[config.mk]
export PLATFORM = sky130hd
export DESIGN_NAME = pdm_pcm_packer
export DESIGN_NICKNAME = d
export VERILOG_FILES = /design/src/rtl/pdm_pkg.sv /design/src/rtl/pcm_sync_fifo.sv /design/src/rtl/pdm_pcm_packer.sv
export SDC_FILE = /design/constraint.sdc
export NUM_CORES = 1
export LEC_CHECK = 0
export CORE_UTILIZATION = 35
export CTS_CLUSTER_SIZE = 10
export DETAILED_ROUTE_END_ITERATION = 16
export PLACE_DENSITY = 0.59
export SLEW_MARGIN = 30
export SYNTH_ARGS = -nofsm -noshare
export SYNTH_HDL_FRONTEND = slang
export SYNTH_SLANG_ARGS = --single-unit
[constraint.sdc]
create_clock -name clk_i -period 6.95 [get_ports clk_i]
set_input_delay 1.39 -clock clk_i [delete_from_list [all_inputs] [get_ports clk_i]]
set_output_delay 1.39 -clock clk_i [all_outputs]
set_load 0.01 [all_outputs]
[src/rtl/pdm_pkg.sv]
// Shared definitions for the PDM PCM packer.
//   PCM_W          default PCM sample width
//   PDM_MODE_*     channel-mode encodings of cfg_ch_mode_i
//   ch_count()     number of interleaved channels for a mode
//   pcm_word_t     FIFO entry: packed 32-bit word plus the channel of its low half
package pdm_pkg;

    localparam int PCM_W = 16;

    localparam logic [1:0] PDM_MODE_1CH     = 2'd0;
    localparam logic [1:0] PDM_MODE_2CH_RF  = 2'd1;
    localparam logic [1:0] PDM_MODE_2CH_SEP = 2'd2;
    localparam logic [1:0] PDM_MODE_4CH     = 2'd3;

    function automatic logic [2:0] ch_count(input logic [1:0] mode);
        case (mode)
            PDM_MODE_1CH:     ch_count = 3'd1;
            PDM_MODE_2CH_RF:  ch_count = 3'd2;
            PDM_MODE_2CH_SEP: ch_count = 3'd2;
            default:          ch_count = 3'd4;
        endcase
    endfunction

    typedef struct packed {
        logic [2*PCM_W-1:0] data;
        logic [1:0]         ch;
    } pcm_word_t;

endpackage

[src/rtl/pcm_sync_fifo.sv]
// Single-clock FIFO of pcm_word_t entries.
//   clk_i, rstn_i  clock, asynchronous active-low reset
//   flush          synchronous empty (pointers to zero)
//   push, wdata    write request; ignored when full unless a pop happens the same cycle
//   pop            advance the head; ignored when empty
//   rdata          head entry, read combinationally (undefined content when empty)
//   full, empty    status
// Pointers carry one extra wrap bit so full and empty are distinguishable.
module pcm_sync_fifo
    import pdm_pkg::*;
#(
    parameter int DEPTH = 4
) (
    input  logic      clk_i,
    input  logic      rstn_i,
    input  logic      flush,
    input  logic      push,
    input  pcm_word_t wdata,
    input  logic      pop,
    output pcm_word_t rdata,
    output logic      full,
    output logic      empty
);

    localparam int AW = $clog2(DEPTH);

    pcm_word_t     mem [DEPTH];
    logic [AW:0]   wptr;
    logic [AW:0]   rptr;
    logic          do_push;
    logic          do_pop;

    assign empty   = (wptr == rptr);
    assign full    = (wptr[AW] != rptr[AW]) && (wptr[AW-1:0] == rptr[AW-1:0]);
    assign do_pop  = pop & ~empty;
    // When full, the slot being written is the one being popped this cycle.
    assign do_push = push & (~full | do_pop);
    assign rdata   = mem[rptr[AW-1:0]];

    always_ff @(posedge clk_i or negedge rstn_i) begin
        if (!rstn_i) begin
            wptr <= '0;
            rptr <= '0;
        end else if (flush) begin
            wptr <= '0;
            rptr <= '0;
        end else begin
            if (do_push) wptr <= wptr + 1'b1;
            if (do_pop)  rptr <= rptr + 1'b1;
        end
    end

    always_ff @(posedge clk_i) begin
        if (!flush && do_push) mem[wptr[AW-1:0]] <= wdata;
    end

endmodule

[src/rtl/pdm_pcm_packer.sv]
// Packs the channel-interleaved PCM stream from the CIC decimator into
// 32-bit words tagged with the channel of their low-half sample, and queues
// them towards the uDMA RX stream.
//   clk_i, rstn_i      clock, asynchronous active-low reset
//   cfg_en_i           enable; low flushes FIFO, counter and half-register
//   cfg_ch_mode_i      channel mode (PDM_MODE_*)
//   cfg_pack_i         1: two samples per word, 0: one sample per word
//   cfg_sign_ext_i     unpacked upper half: 1 sign-extend, 0 zero-extend
//   cfg_clr_i          clears overflow_o
//   pcm_data_i/valid_i sample stream, no backpressure
//   data_o, ch_o       FIFO head (0 when empty)
//   valid_o, ready_i   output handshake
//   overflow_o         sticky: a completed word found the FIFO full
module pdm_pcm_packer
    import pdm_pkg::*;
#(
    parameter int PCM_WIDTH  = PCM_W,   // must match pdm_pkg::PCM_W (word struct width)
    parameter int FIFO_DEPTH = 4
) (
    input  logic                   clk_i,
    input  logic                   rstn_i,
    input  logic                   cfg_en_i,
    input  logic [1:0]             cfg_ch_mode_i,
    input  logic                   cfg_pack_i,
    input  logic                   cfg_sign_ext_i,
    input  logic                   cfg_clr_i,
    input  logic [PCM_WIDTH-1:0]   pcm_data_i,
    input  logic                   pcm_valid_i,
    output logic [2*PCM_WIDTH-1:0] data_o,
    output logic [1:0]             ch_o,
    output logic                   valid_o,
    input  logic                   ready_i,
    output logic                   overflow_o
);

    logic [1:0]           ch_cnt;
    logic [2:0]           n_ch;
    logic                 half_vld;
    logic [PCM_WIDTH-1:0] half_data;
    logic [1:0]           half_ch;

    logic                 sample;
    logic                 word_vld;
    pcm_word_t            word;
    pcm_word_t            head;
    logic                 fifo_full;
    logic                 fifo_empty;
    logic                 pop;
    logic                 accept;

    assign n_ch   = ch_count(cfg_ch_mode_i);
    assign sample = cfg_en_i & pcm_valid_i;

    // Word formation: unpacked words complete on every sample, packed words
    // on the sample that finds the half-register occupied.
    always_comb begin
        word     = '0;
        word_vld = 1'b0;
        if (sample) begin
            if (!cfg_pack_i) begin
                word_vld  = 1'b1;
                word.data = {(cfg_sign_ext_i ? {PCM_WIDTH{pcm_data_i[PCM_WIDTH-1]}}
                                             : {PCM_WIDTH{1'b0}}), pcm_data_i};
                word.ch   = ch_cnt;
            end else if (half_vld) begin
                word_vld  = 1'b1;
                word.data = {pcm_data_i, half_data};
                word.ch   = half_ch;
            end
        end
    end

    assign pop    = valid_o & ready_i;
    assign accept = ~fifo_full | pop;

    // Channel counter and pack half-register. The >= test also recovers a
    // counter left out of range by a mode change while enabled.
    always_ff @(posedge clk_i or negedge rstn_i) begin
        if (!rstn_i) begin
            ch_cnt    <= '0;
            half_vld  <= 1'b0;
            half_data <= '0;
            half_ch   <= '0;
        end else if (!cfg_en_i) begin
            ch_cnt    <= '0;
            half_vld  <= 1'b0;
        end else if (sample) begin
            if ({1'b0, ch_cnt} >= n_ch - 3'd1) ch_cnt <= '0;
            else                               ch_cnt <= ch_cnt + 2'd1;
            if (cfg_pack_i && !half_vld) begin
                half_vld  <= 1'b1;
                half_data <= pcm_data_i;
                half_ch   <= ch_cnt;
            end else begin
                half_vld  <= 1'b0;
            end
        end
    end

    // Set has priority over clear.
    always_ff @(posedge clk_i or negedge rstn_i) begin
        if (!rstn_i)                   overflow_o <= 1'b0;
        else if (word_vld && !accept)  overflow_o <= 1'b1;
        else if (cfg_clr_i || !cfg_en_i) overflow_o <= 1'b0;
    end

    pcm_sync_fifo #(
        .DEPTH (FIFO_DEPTH)
    ) u_fifo (
        .clk_i  (clk_i),
        .rstn_i (rstn_i),
        .flush  (~cfg_en_i),
        .push   (word_vld & accept),
        .wdata  (word),
        .pop    (pop),
        .rdata  (head),
        .full   (fifo_full),
        .empty  (fifo_empty)
    );

    assign valid_o = ~fifo_empty;
    assign data_o  = fifo_empty ? '0 : head.data;
    assign ch_o    = fifo_empty ? '0 : head.ch;

endmodule
======== Yosys cells after proc, flatten, opt, wreduce, memory -nomap -nowiden ========
Memory sizes are Yosys's and may differ from the RTL's.
Cells that the tools add are included.
storage, ports and cells
  logic and storage cells ................. 66
  output and inout bits ................... 36
  input bits .............................. 26
  memories ................................ 1
  bits in writable memories ............... 136
  flip-flop bits (word level) ............. 28
memories
  name        words  bits a word  read ports  clocked after Yosys merged registers in  wr ports  RTL line             RTL
  u_fifo.mem  4      34           1           0                                        1         pcm_sync_fifo.sv:27  pcm_word_t mem [DEPTH];
operators by class
  equal/unequal tests ..................... 8
  add/sub/neg operators ................... 4
  order comparisons ....................... 1
  reductions and logical operators ........ 12
  mux-type cells .......................... 24
  bitwise gates (word level) .............. 9
operators with widths
  kind                 count
  $mux 34              3
  $mux 32              1
  $mux 16              1
  $mux 3               4
  $mux 1               10
  $mux 2               4
  $add 3x1->3 const B  2
  $ne 2x1->1 const B   3
  $pmux 3 s2           1
  $and 1x1->1          5
  $logic_and 1x1->1    4
  $eq 3x3->1           1
  $ge 2x3->1           1
  $logic_not 1->1      3
  $reduce_and 3->1     1
  $sub 3x1->3 const B  1
  $add 2x1->2 const B  1
  $eq 2x1->1 const B   1
  $eq 2x2->1           1
  $eq 2x2->1 const B   1
  $logic_not 2->1      1
  $not 1->1            2
  $or 1x1->1           2
  $reduce_bool 2->1    1
  other kinds (3)      3

======== Longest topological paths before layout ========
Gate-level depths: netlist of the first run.
  depth after elaboration ................. 9
  gate-level depth with buffers ........... 6
  gate-level depth less buffers ........... 6

======== Cells and area by module ========
From an unflattened synthesis of the first run, not the netlist that was laid out.
unflattened totals
  cell total of the unflattened synthesis .. 437
  area, all modules ....................... 7,155.6 um^2
by module, submodules not included
  module          area an instance (um^2)  sequential area each (um^2)  cells each  instances
  pcm_sync_fifo   5,466.5                  4,234.1                      233         1
  pdm_pcm_packer  1,689.1                  550.5                        204         1

======== Worst setup path before layout of the first run ========
No wires, ideal clock.
  path type ............................... input port to flip-flop
  start ................................... input pcm_valid_i
  end ..................................... memory u_fifo.mem[0][0] (netlist bit) (enable)
  setup slack ............................. 3.841 ns
  library setup time ...................... 0.394 ns
  cell stages on the path ................. 3
  arrival time ............................ 2.715 ns
  buffers on the path ..................... 0
  required time ........................... 6.556 ns
  cell sequence ........................... nand2_1 > nor2_1 > and3_1
on the way
  longest elaborated chain between the ends .. 7
RTL lines
  item                          RTL line               RTL
  start: declaration            pdm_pcm_packer.sv:28   input logic pcm_valid_i,
  $and 1x1->1                   pdm_pcm_packer.sv:52   assign sample = cfg_en_i & pcm_valid_i;
  $mux 1                        pdm_pcm_packer.sv:59   if (sample) begin
  $and 1x1->1                   pdm_pcm_packer.sv:113  .push (word_vld & accept),
  $and 1x1->1                   pcm_sync_fifo.sv:37    assign do_push = push & (~full | do_pop);
  $logic_and 1x1->1             pcm_sync_fifo.sv:54    if (!flush && do_push) mem[wptr[AW-1:0]] <= wdata;
  $mux 1                        pcm_sync_fifo.sv:54
  $mux 1 (not written as such)  pcm_sync_fifo.sv:54
  end: declaration              pcm_sync_fifo.sv:27
Every way passes these cells.

======== Final worst setup path of the first run ========
  start ................................... register u_fifo.rptr[0]
  end ..................................... output data_o[27]
on the way
  longest elaborated chain between the ends .. 2
  elaborated cells on any way between the ends .. 3
  classes of those cells .................. eq/ne (1); mux (1); memory (1)
RTL lines
  item                                               RTL line               RTL
  start: declaration                                 pcm_sync_fifo.sv:29    logic [AW:0] rptr;
  start signal: assignment                           pcm_sync_fifo.sv:49    if (do_pop) rptr <= rptr + 1'b1;
  $mem_v2 4x34 / $eq 3x3->1 (equally long branches)  --
  $mux 32 (*)                                        pdm_pcm_packer.sv:122  assign data_o = fifo_empty ? '0 : head.data;
  end: declaration                                   pdm_pcm_packer.sv:29   output logic [2*PCM_WIDTH-1:0] data_o,
Mark *: on every way between the ends. The rest lies on a longest branch, timed or not.

==> results of run 1 <==
[critical path, stage by stage, from the launching register on]
cell and delay (ns):
dfrtp_2 0.63, buf_4 0.54, mux4_2 0.58, nor2b_1 0.17, clkdlybuf4s50_1 0.51
[flip-flops by register name (all words and copies together) (netlist names)]
signal,count
u_fifo.mem,136
u_fifo.wptr,3
half_ch,2
half_data,16
overflow_o,1
u_fifo.rptr,3
half_vld,1
ch_cnt,2
[per-layer routing]
| metal | track usage, % | vias up | share of wire (%) |
|---|---|---|---|
| li1 | - | 1703 | - |
| met1 | 19.6 | 1874 | 45 |
| met2 | 25.1 | 85 | 50 |
| met3 | 3.70 | 11 | 3.3 |
| met4 | 5.43 | 0 | 1.1 |
| met5 | 0 | - | 0 |
[layout by cell type (no fill, tap or decap), types with 3 or more instances in the layout]
master,synthesis,final
edfxtp_1,136,136
clkdlybuf4s50_1,0,61
nor2b_1,40,40
mux4_2,34,34
a21oi_1,32,32
dfrtp_1,28,27
nand2_1,23,23
nor2_1,19,19
mux2_2,17,17
clkbuf_16,0,17
and2b_1,14,14
buf_4,0,8
ha_1,7,7
inv_6,0,6
mux2i_1,5,5
clkinv_4,0,5
inv_1,4,4
o21ai_0,4,4
and3_1,3,3
nand3_1,3,3
and2_1,4,3
[how the worst max path moves through the flow]
| stage | end | slack (ns) | depth (start not counted) |
|---|---|---|---|
| 2_1_floorplan | u_fifo.mem[0][0]$_DFFE_PP_ | 3.84 | 3 |
| 3_3_place_gp | u_fifo.mem[0][32]$_DFFE_PP_ | 2.57 | 5 |
| 6_report | data_o[27] | 2.69 | 4 |
| 4_1_cts | data_o[27] | 2.57 | 4 |
| 5_1_grt | data_o[27] | 2.46 | 4 |
| 3_5_place_dp | u_fifo.mem[0][27]$_DFFE_PP_ | 2.55 | 5 |
[power breakdown]
part / internal, mW / total, mW / switching (mW)
Sequential: 1.10 / 1.12 / 0.0281
Clock: 0.538 / 0.939 / 0.400
Combinational: 0.215 / 0.388 / 0.173
[kinds of logic after synthesis]
family / count (synthesis) / synth area share (%)
AOI/OAI and AO/OA: 43 / 3.38
xor gates and xnor gates: 5 / 0.742
adders and majority gates: 7 / 1.27
buffers and inverters: 28 / 1.83
DFF: 164 / 69.2
muxes: 56 / 14.6
and+or+nand+nor: 113 / 9.03
[area by class of cell]
type	instances	area, um^2	area share (%)
multi-input combinational	224	2010	23.9
sequential	164	4790	56.9
timing repair buffer	69	671	7.97
clock buffer	17	425	5.06
tap	265	332	3.94
clock inverter	15	171	2.04
inverter	4	15.0	0.179
==> metrics, run 1 <==
DR pass1 iterations 4; Core ar. 19,400 um^2; setup slack, reg-to-reg 4.10 ns; I/O Buffers 61; Period minus WS final 4.26 ns; top-count cell post-synth edfxtp_1; flops & latches, synth 164; sequential element share of the synthesized area 69.2%; Hold EP half_ch[0]$_DFFE_PN0P_; Initial Util 35.6%; Netlist cell types 34; Cells after Synth 416; diode count 0; Final Util 43.4%; clock tree from TritonCTS done; clock skew 0.00561 ns; Reg clk slew, reported paths 0.06 ns; clk_lat worst skew 0.42 ns; Pleak 2.87 nW; Placed Area 7810 um^2; post-synth top area cell edfxtp_1; Achievable Freq 0.235 GHz; CP Capture Type output port; status finished clean; r2r startpoint u_fifo.rptr[1]$_DFFE_PN0P_; Nets 513; RSZ-0062 raised after global routing no; Total Power 2.45 mW; non-filler instance count after layout 758; Total GRT Usage 15.2%; Final Cycle Share 61.3%; vias in the first global route 3,944; Die X 143 um; Post-Route Setup TNS 0 ns; Reg2Reg Depth 4; final hold violation count 0; area delta synth->final 21.6%; H-Tree Level Count 4; post-CTS resize count 0; max_cap viols 0; final setup vio count 0; pre-CTS setup slack 2.55 ns; vias per std cell 4.85; startpoint types flop; reg2reg end u_fifo.mem[0][33]$_DFFE_PP_; # IOs 62; share of flip-flops with an asynchronous set or reset after synthesis 17.1%; largest cells by area after synthesis edfxtp_1, mux4_2, dfrtp_1; initial antenna violation count 0; Worst Hold Class reg2reg; crit-path max FO 25; Post-DRT Antenna Nets 0; Setup CP Type reg2out; setup bufs post-CTS 0; Sink Count 164; hold_ws 0.483 ns; GPL Wtd Cong 0.704; total wire length 14,400 um; Pins Over Slew Limit 0; routed vias 3,673; area share of the largest cell type after synthesis 59.1%; start point of the critical path u_fifo.rptr[0]$_DFFE_PN0P_; first-pass GRT wire length 22,300 um; final worst setup slack 2.69 ns; final instance area 8410 um^2; Die Span Y 143 um; syn nets 449; Worst Path Required 5.56 ns; drt initial violations 264; clock tree buffer depth 2; YS warnings 0; mapped cell area 6920 um^2; PD cells 291 nW/um^2; global route total overflow 0; peak supply drop 0.165 mV; most frequent cells after synthesis edfxtp_1, nor2b_1, mux4_2; Rel. slew slack 36.1%; DIE AREA 20,300 um^2; Placed Cells incl. Taps 726; Filler cells 1,747; hold_buf cts 0; EDFF count, synth 136; Num CTS Buffers 17; # rows 51; Worst-Margin Slew 0.956 ns; Worst Hold Path Cells 2; routed len/inst 19.0 um; hold path startpoint half_ch[0]$_DFFE_PN0P_; Worst EP arrival 2.87 ns; dominant register cell in the synthesized netlist edfxtp_1; fraction of layout cells with a size suffix above 1 19.9%; largest net degree at the start of global routing 37; drt drc 0; average cell area after synthesis 16.6 um^2; Post-DP HPWL 9070 um; clk root buf clkbuf_16
(Power assumes the default switching activity.)
==> run 2: changes to the inputs <==
Settings changed: PLACE_DENSITY 0.59 to 0.61.
Clock period 6.95 ns to 3.6 ns, I/O delays scaled along.
==> run 2 against run 1 <==
Effect of this change:
- total power up 82%
- final cell count up 0.79%
- count of clock-buffer cells in the layout up 6
- utilization down 0.25 points
- non-clock buffer count up 7
- combinational power up 100%
- worst setup slack worse by 2.4 ns
- via count up 2.2%
- highest routed layer unchanged
==> metrics, run 2 (same netlist as run 1, synthesis figures left out) <==
status finished clean; first-pass GRT wire length 22,400 um (+0.28%); vias in the first global route 3,956 (+0.30%); clk_lat worst skew 0.42 ns (about the same); Post-Route Setup TNS 0 ns (unchanged); Post-DRT Antenna Nets 0 (unchanged); routed len/inst 18.9 um (-0.43%); max_cap viols 0 (unchanged); Nets 520 (+1.4%); startpoint types flop; I/O Buffers 61 (unchanged); Post-DP HPWL 9380 um (+3.4%); RSZ-0062 raised after global routing no; GPL Wtd Cong 0.834 (+19%); Worst Hold Path Cells 2 (unchanged); crit-path max FO 29 (+16%); Sink Count 164 (unchanged); final setup vio count 0 (unchanged); clock tree from TritonCTS done; final hold violation count 0 (unchanged); Achievable Freq 0.305 GHz; DR pass1 iterations 5 (+1); initial antenna violation count 0 (unchanged); fraction of layout cells with a size suffix above 1 18.6% (-1.2 points); Reg clk slew, reported paths 0.06 ns (about the same); Worst Path Required 2.88 ns (-2.68 ns); global route total overflow 0 (unchanged); Num CTS Buffers 17 (unchanged); # rows 51 (unchanged); max reg flops 136 (unchanged); routed vias 3,752 (+2.2%); Pins Over Slew Limit 0 (unchanged); clk root buf clkbuf_16; Worst Hold Class reg2reg; final worst setup slack 0.318 ns (-2.37 ns); area delta synth->final 20.9%; vias per std cell 4.91 (+1.3%); Worst EP arrival 2.56 ns (-0.31 ns); clock tree buffer depth 2 (unchanged); drt drc 0 (unchanged); drt initial violations 237 (-10%); post-CTS resize count 0 (unchanged); DIE AREA 20,300 um^2 (unchanged); most frequent cells in the layout edfxtp_1, clkdlybuf4s50_1, nor2b_1; Die Span Y 143 um (unchanged); clock skew 0.0114 ns (+0.00576 ns); peak supply drop 0.338 mV (+110%); largest net degree at the start of global routing 36 (-2.7%); Reg2Reg Depth 4 (unchanged); CP Capture Type output port; Final Cycle Share 91.2%; pre-CTS setup slack 0.690 ns (-1.86 ns); commonest non-fill, non-tap cell in the layout edfxtp_1; Initial Util 35.6% (unchanged); Setup CP Type reg2out; Pleak 2.86 nW (-0.47%); Rel. slew slack 55.9% (+20 points); setup bufs post-CTS 0 (unchanged); # IOs 62 (unchanged); PD cells 535 nW/um^2 (+83%); Die X 143 um (unchanged); hold_buf cts 0 (unchanged); Core ar. 19,400 um^2 (unchanged); H-Tree Level Count 4 (unchanged); total wire length 14,400 um (+0.35%); Placed Cells incl. Taps 733 (+0.96%); diode count 0 (unchanged); non-filler instance count after layout 764 (+0.79%); Total GRT Usage 15.4% (+0.12 points); Worst-Margin Slew 0.660 ns (-0.296 ns); Period minus WS final 3.28 ns
## run 2: worst paths after layout
check | start | endpoint | slack, ns
worst max-delay path | u_fifo.rptr[1]$_DFFE_PN0P_ | data_o[10] | 0.32
worst min-delay path | half_ch[0]$_DFFE_PN0P_ | half_ch[0]$_DFFE_PN0P_ | 0.49
worst max register to register | u_fifo.rptr[1]$_DFFE_PN0P_ | u_fifo.mem[0][19]$_DFFE_PP_ | 1.31
worst min register to register | half_ch[0]$_DFFE_PN0P_ | half_ch[0]$_DFFE_PN0P_ | 0.49
max in group asynchronous | rstn_i | u_fifo.rptr[0]$_DFFE_PN0P_ | 2.62
min in group asynchronous | rstn_i | ch_cnt[0]$_DFFE_PN0P_ | 0.67
## run 2: layout make-up
| class | count | area [um^2] |
|---|---|---|
| multi-input combinational | 224 | 2010 |
| clock buffer | 23 | 448 |
| tap | 265 | 332 |
| sequential | 164 | 4790 |
| fill | 1784 | 11000 |
| timing repair buffer | 76 | 736 |
| clock inverter | 8 | 37.5 |
| inverter | 4 | 15.0 |
## run 2: worst max-delay path, stage by stage, from the launching register on
cell,delay [ns]
dfrtp_1,0.60
buf_4,0.49
mux4_2,0.39
and2b_1,0.17
clkdlybuf4s50_1,0.47
## run 2: per-stage QoR
step,total power [mW],area [um^2],hold WS [ns],utilization [%]
after floorplan,2.65,6920,0.424,-
after global placement,2.99,7880,0.484,40.6
after detailed placement,3.01,7880,0.482,40.6
after CTS,4.53,8360,0.495,43.1
after global routing,4.65,8360,0.518,43.1
final,4.47,8360,0.488,43.1
## run 2: layer usage
layer	GRT usage, %	vias up	part of all wire, %
met4	5.77	0	1.4
li1	-	1717	-
met3	4.34	12	5.8
met5	0	-	0
met2	25.3	101	50
met1	19.2	1922	42
## run 2: power by group
group | internal [mW] | switching, mW
sequential | 2.12 | 0.0465
combinational | 0.432 | 0.348
clock | 0.862 | 0.664
==> run 3: changes to the inputs <==
Settings changed: CORE_UTILIZATION 35 to 52, HOLD_SLACK_MARGIN set to 0.12, PLACE_DENSITY 0.61 to 0.82.
==> run 3 against run 2 <==
Effect of this change:
- sequential cell count unchanged
- combinational power down 2%
- sequential share of layout area rose by 0.51 points
- worst setup slack better by 0.079 ns
- utilization increased by 22 points
- largest cell class unchanged
==> metrics, run 3 (same netlist as run 1, synthesis figures left out) <==
status finished clean; total wire length 13,900 um (-3.8%); # rows 41 (-20%); Worst-Margin Slew 0.518 ns (-0.142 ns); crit-path max FO 17 (-41%); Core ar. 12,800 um^2 (-34%); Achievable Freq 0.312 GHz (+2.5%); Post-DRT Antenna Nets 0 (unchanged); hold_buf cts 0 (unchanged); Worst EP arrival 2.48 ns (-0.08 ns); routed len/inst 20.6 um (+9.2%); commonest non-fill, non-tap cell in the layout edfxtp_1; I/O Buffers 61 (unchanged); final hold violation count 0 (unchanged); Final Cycle Share 89.0% (-2.2 points); routed vias 3,827 (+2.0%); post-CTS resize count 0 (unchanged); pre-CTS setup slack 0.762 ns (+0.0723 ns); Die X 117 um (-18%); area delta synth->final 19.9%; Period minus WS final 3.20 ns (-0.0787 ns); DR pass1 iterations 6 (+1); RSZ-0062 raised after global routing no; initial antenna violation count 0 (unchanged); most frequent cells in the layout edfxtp_1, clkdlybuf4s50_1, nor2b_1; vias per std cell 5.69 (+16%); Pleak 2.88 nW (+0.89%); Total GRT Usage 21.9% (+6.5 points); CP Capture Type output port; DIE AREA 13,800 um^2 (-32%); clk_lat worst skew 0.42 ns (about the same); peak supply drop 0.271 mV (-20%); met3 usage 6.57% (+2.2 points); Setup CP Type reg2out; clk root buf clkbuf_16; H-Tree Level Count 4 (unchanged); hold_ws 0.253 ns (-0.235 ns); clock tree buffer depth 2 (unchanged); startpoint types flop; Final Util 64.9% (+22 points); Sink Count 164 (unchanged); largest net degree at the start of global routing 36 (unchanged); Worst Path Required 2.88 ns (about the same); non-filler instance count after layout 673 (-12%); met2 Resource Use GR 35.3% (+10 points); clock skew 0.00899 ns (-0.00238 ns); Nets 521 (+0.19%); first-pass GRT wire length 22,300 um (-0.55%); setup bufs post-CTS 0 (unchanged); Post-Route Setup TNS 0 ns (unchanged); final setup vio count 0 (unchanged); fraction of layout cells with a size suffix above 1 19.8% (+1.1 points); drt drc 0 (unchanged); Post-DP HPWL 8850 um (-5.6%); busiest grt layer met2; max_cap viols 0 (unchanged); drt initial violations 320 (+35%); Pins Over Slew Limit 0 (unchanged); diode count 0 (unchanged); # IOs 62 (unchanged); final worst setup slack 0.396 ns (+0.0787 ns); vias in the first global route 4,007 (+1.3%); Placed Cells incl. Taps 641 (-13%); GPL Wtd Cong 0.808 (-3.1%); Reg clk slew, reported paths 0.06 ns (about the same); Die Span Y 117 um (-18%); GR Util met1 27.9% (+8.6 points); Rel. slew slack 64.6% (+8.7 points); Num CTS Buffers 17 (unchanged); global route total overflow 0 (unchanged); max reg flops 136 (unchanged); Worst Hold Class in2async; clock tree from TritonCTS done; Initial Util 54.1% (+18 points); PD cells 549 nW/um^2 (+2.7%)
-- run 3: layout make-up --
class	count	area, um^2
multi-input combinational	224	2010
sequential	164	4790
clock buffer	20	437
timing repair buffer	77	738
clock inverter	12	88.8
inverter	4	15.0
fill	887	4480
tap	172	215
-- run 3: path summary, 6_finish.rpt --
kind | startpoint | end | slack, ns | cells after the start
setup / recovery | u_fifo.rptr[0]$_DFFE_PN0P_ | data_o[27] | 0.40 | 4
hold / removal | rstn_i | ch_cnt[1]$_DFFE_PN0P_ | 0.25 | 1
setup reg to reg | u_fifo.rptr[2]$_DFFE_PN0P_ | u_fifo.mem[2][15]$_DFFE_PP_ | 1.42 | 4
hold reg to reg | half_ch[0]$_DFFE_PN0P_ | half_ch[0]$_DFFE_PN0P_ | 0.49 | 2
max in group asynchronous | rstn_i | half_data[9]$_DFFE_PN0P_ | 2.83 | 2
min in group clk_i | half_ch[0]$_DFFE_PN0P_ | half_ch[0]$_DFFE_PN0P_ | 0.49 | 2
-- run 3: report_power, final --
part / switching [mW] / leakage (nW) / total (mW) / internal, mW
clock: 0.686 / 0.254 / 1.62 / 0.936
sequential: 0.0427 / 1.62 / 2.16 / 2.12
combinational: 0.344 / 1.01 / 0.768 / 0.424
total: 1.07 / 2.88 / 4.55 / 3.48
-- run 3: critical path, cell delays in order (launching register included) --
cell and delay, ns:
dfrtp_2 0.47, buf_4 0.36, mux4_2 0.55, nor2b_1 0.17, clkdlybuf4s50_1 0.50
-- run 3: routing by layer --
| layer | vias to the layer above | share of wire [%] |
|---|---|---|
| met4 | 0 | 1.7 |
| met3 | 22 | 7.6 |
| met1 | 1940 | 39 |
| met2 | 153 | 51 |
| li1 | 1712 | - |
| met5 | - | 0 |
-- run 3: per-stage QoR --
step / total power [mW] / area [um^2]
global placement: 2.95 / 7770
CTS: 4.58 / 8290
floorplan: 2.65 / 6920
finish: 4.55 / 8290
detailed placement: 2.98 / 7770
global route: 4.73 / 8290
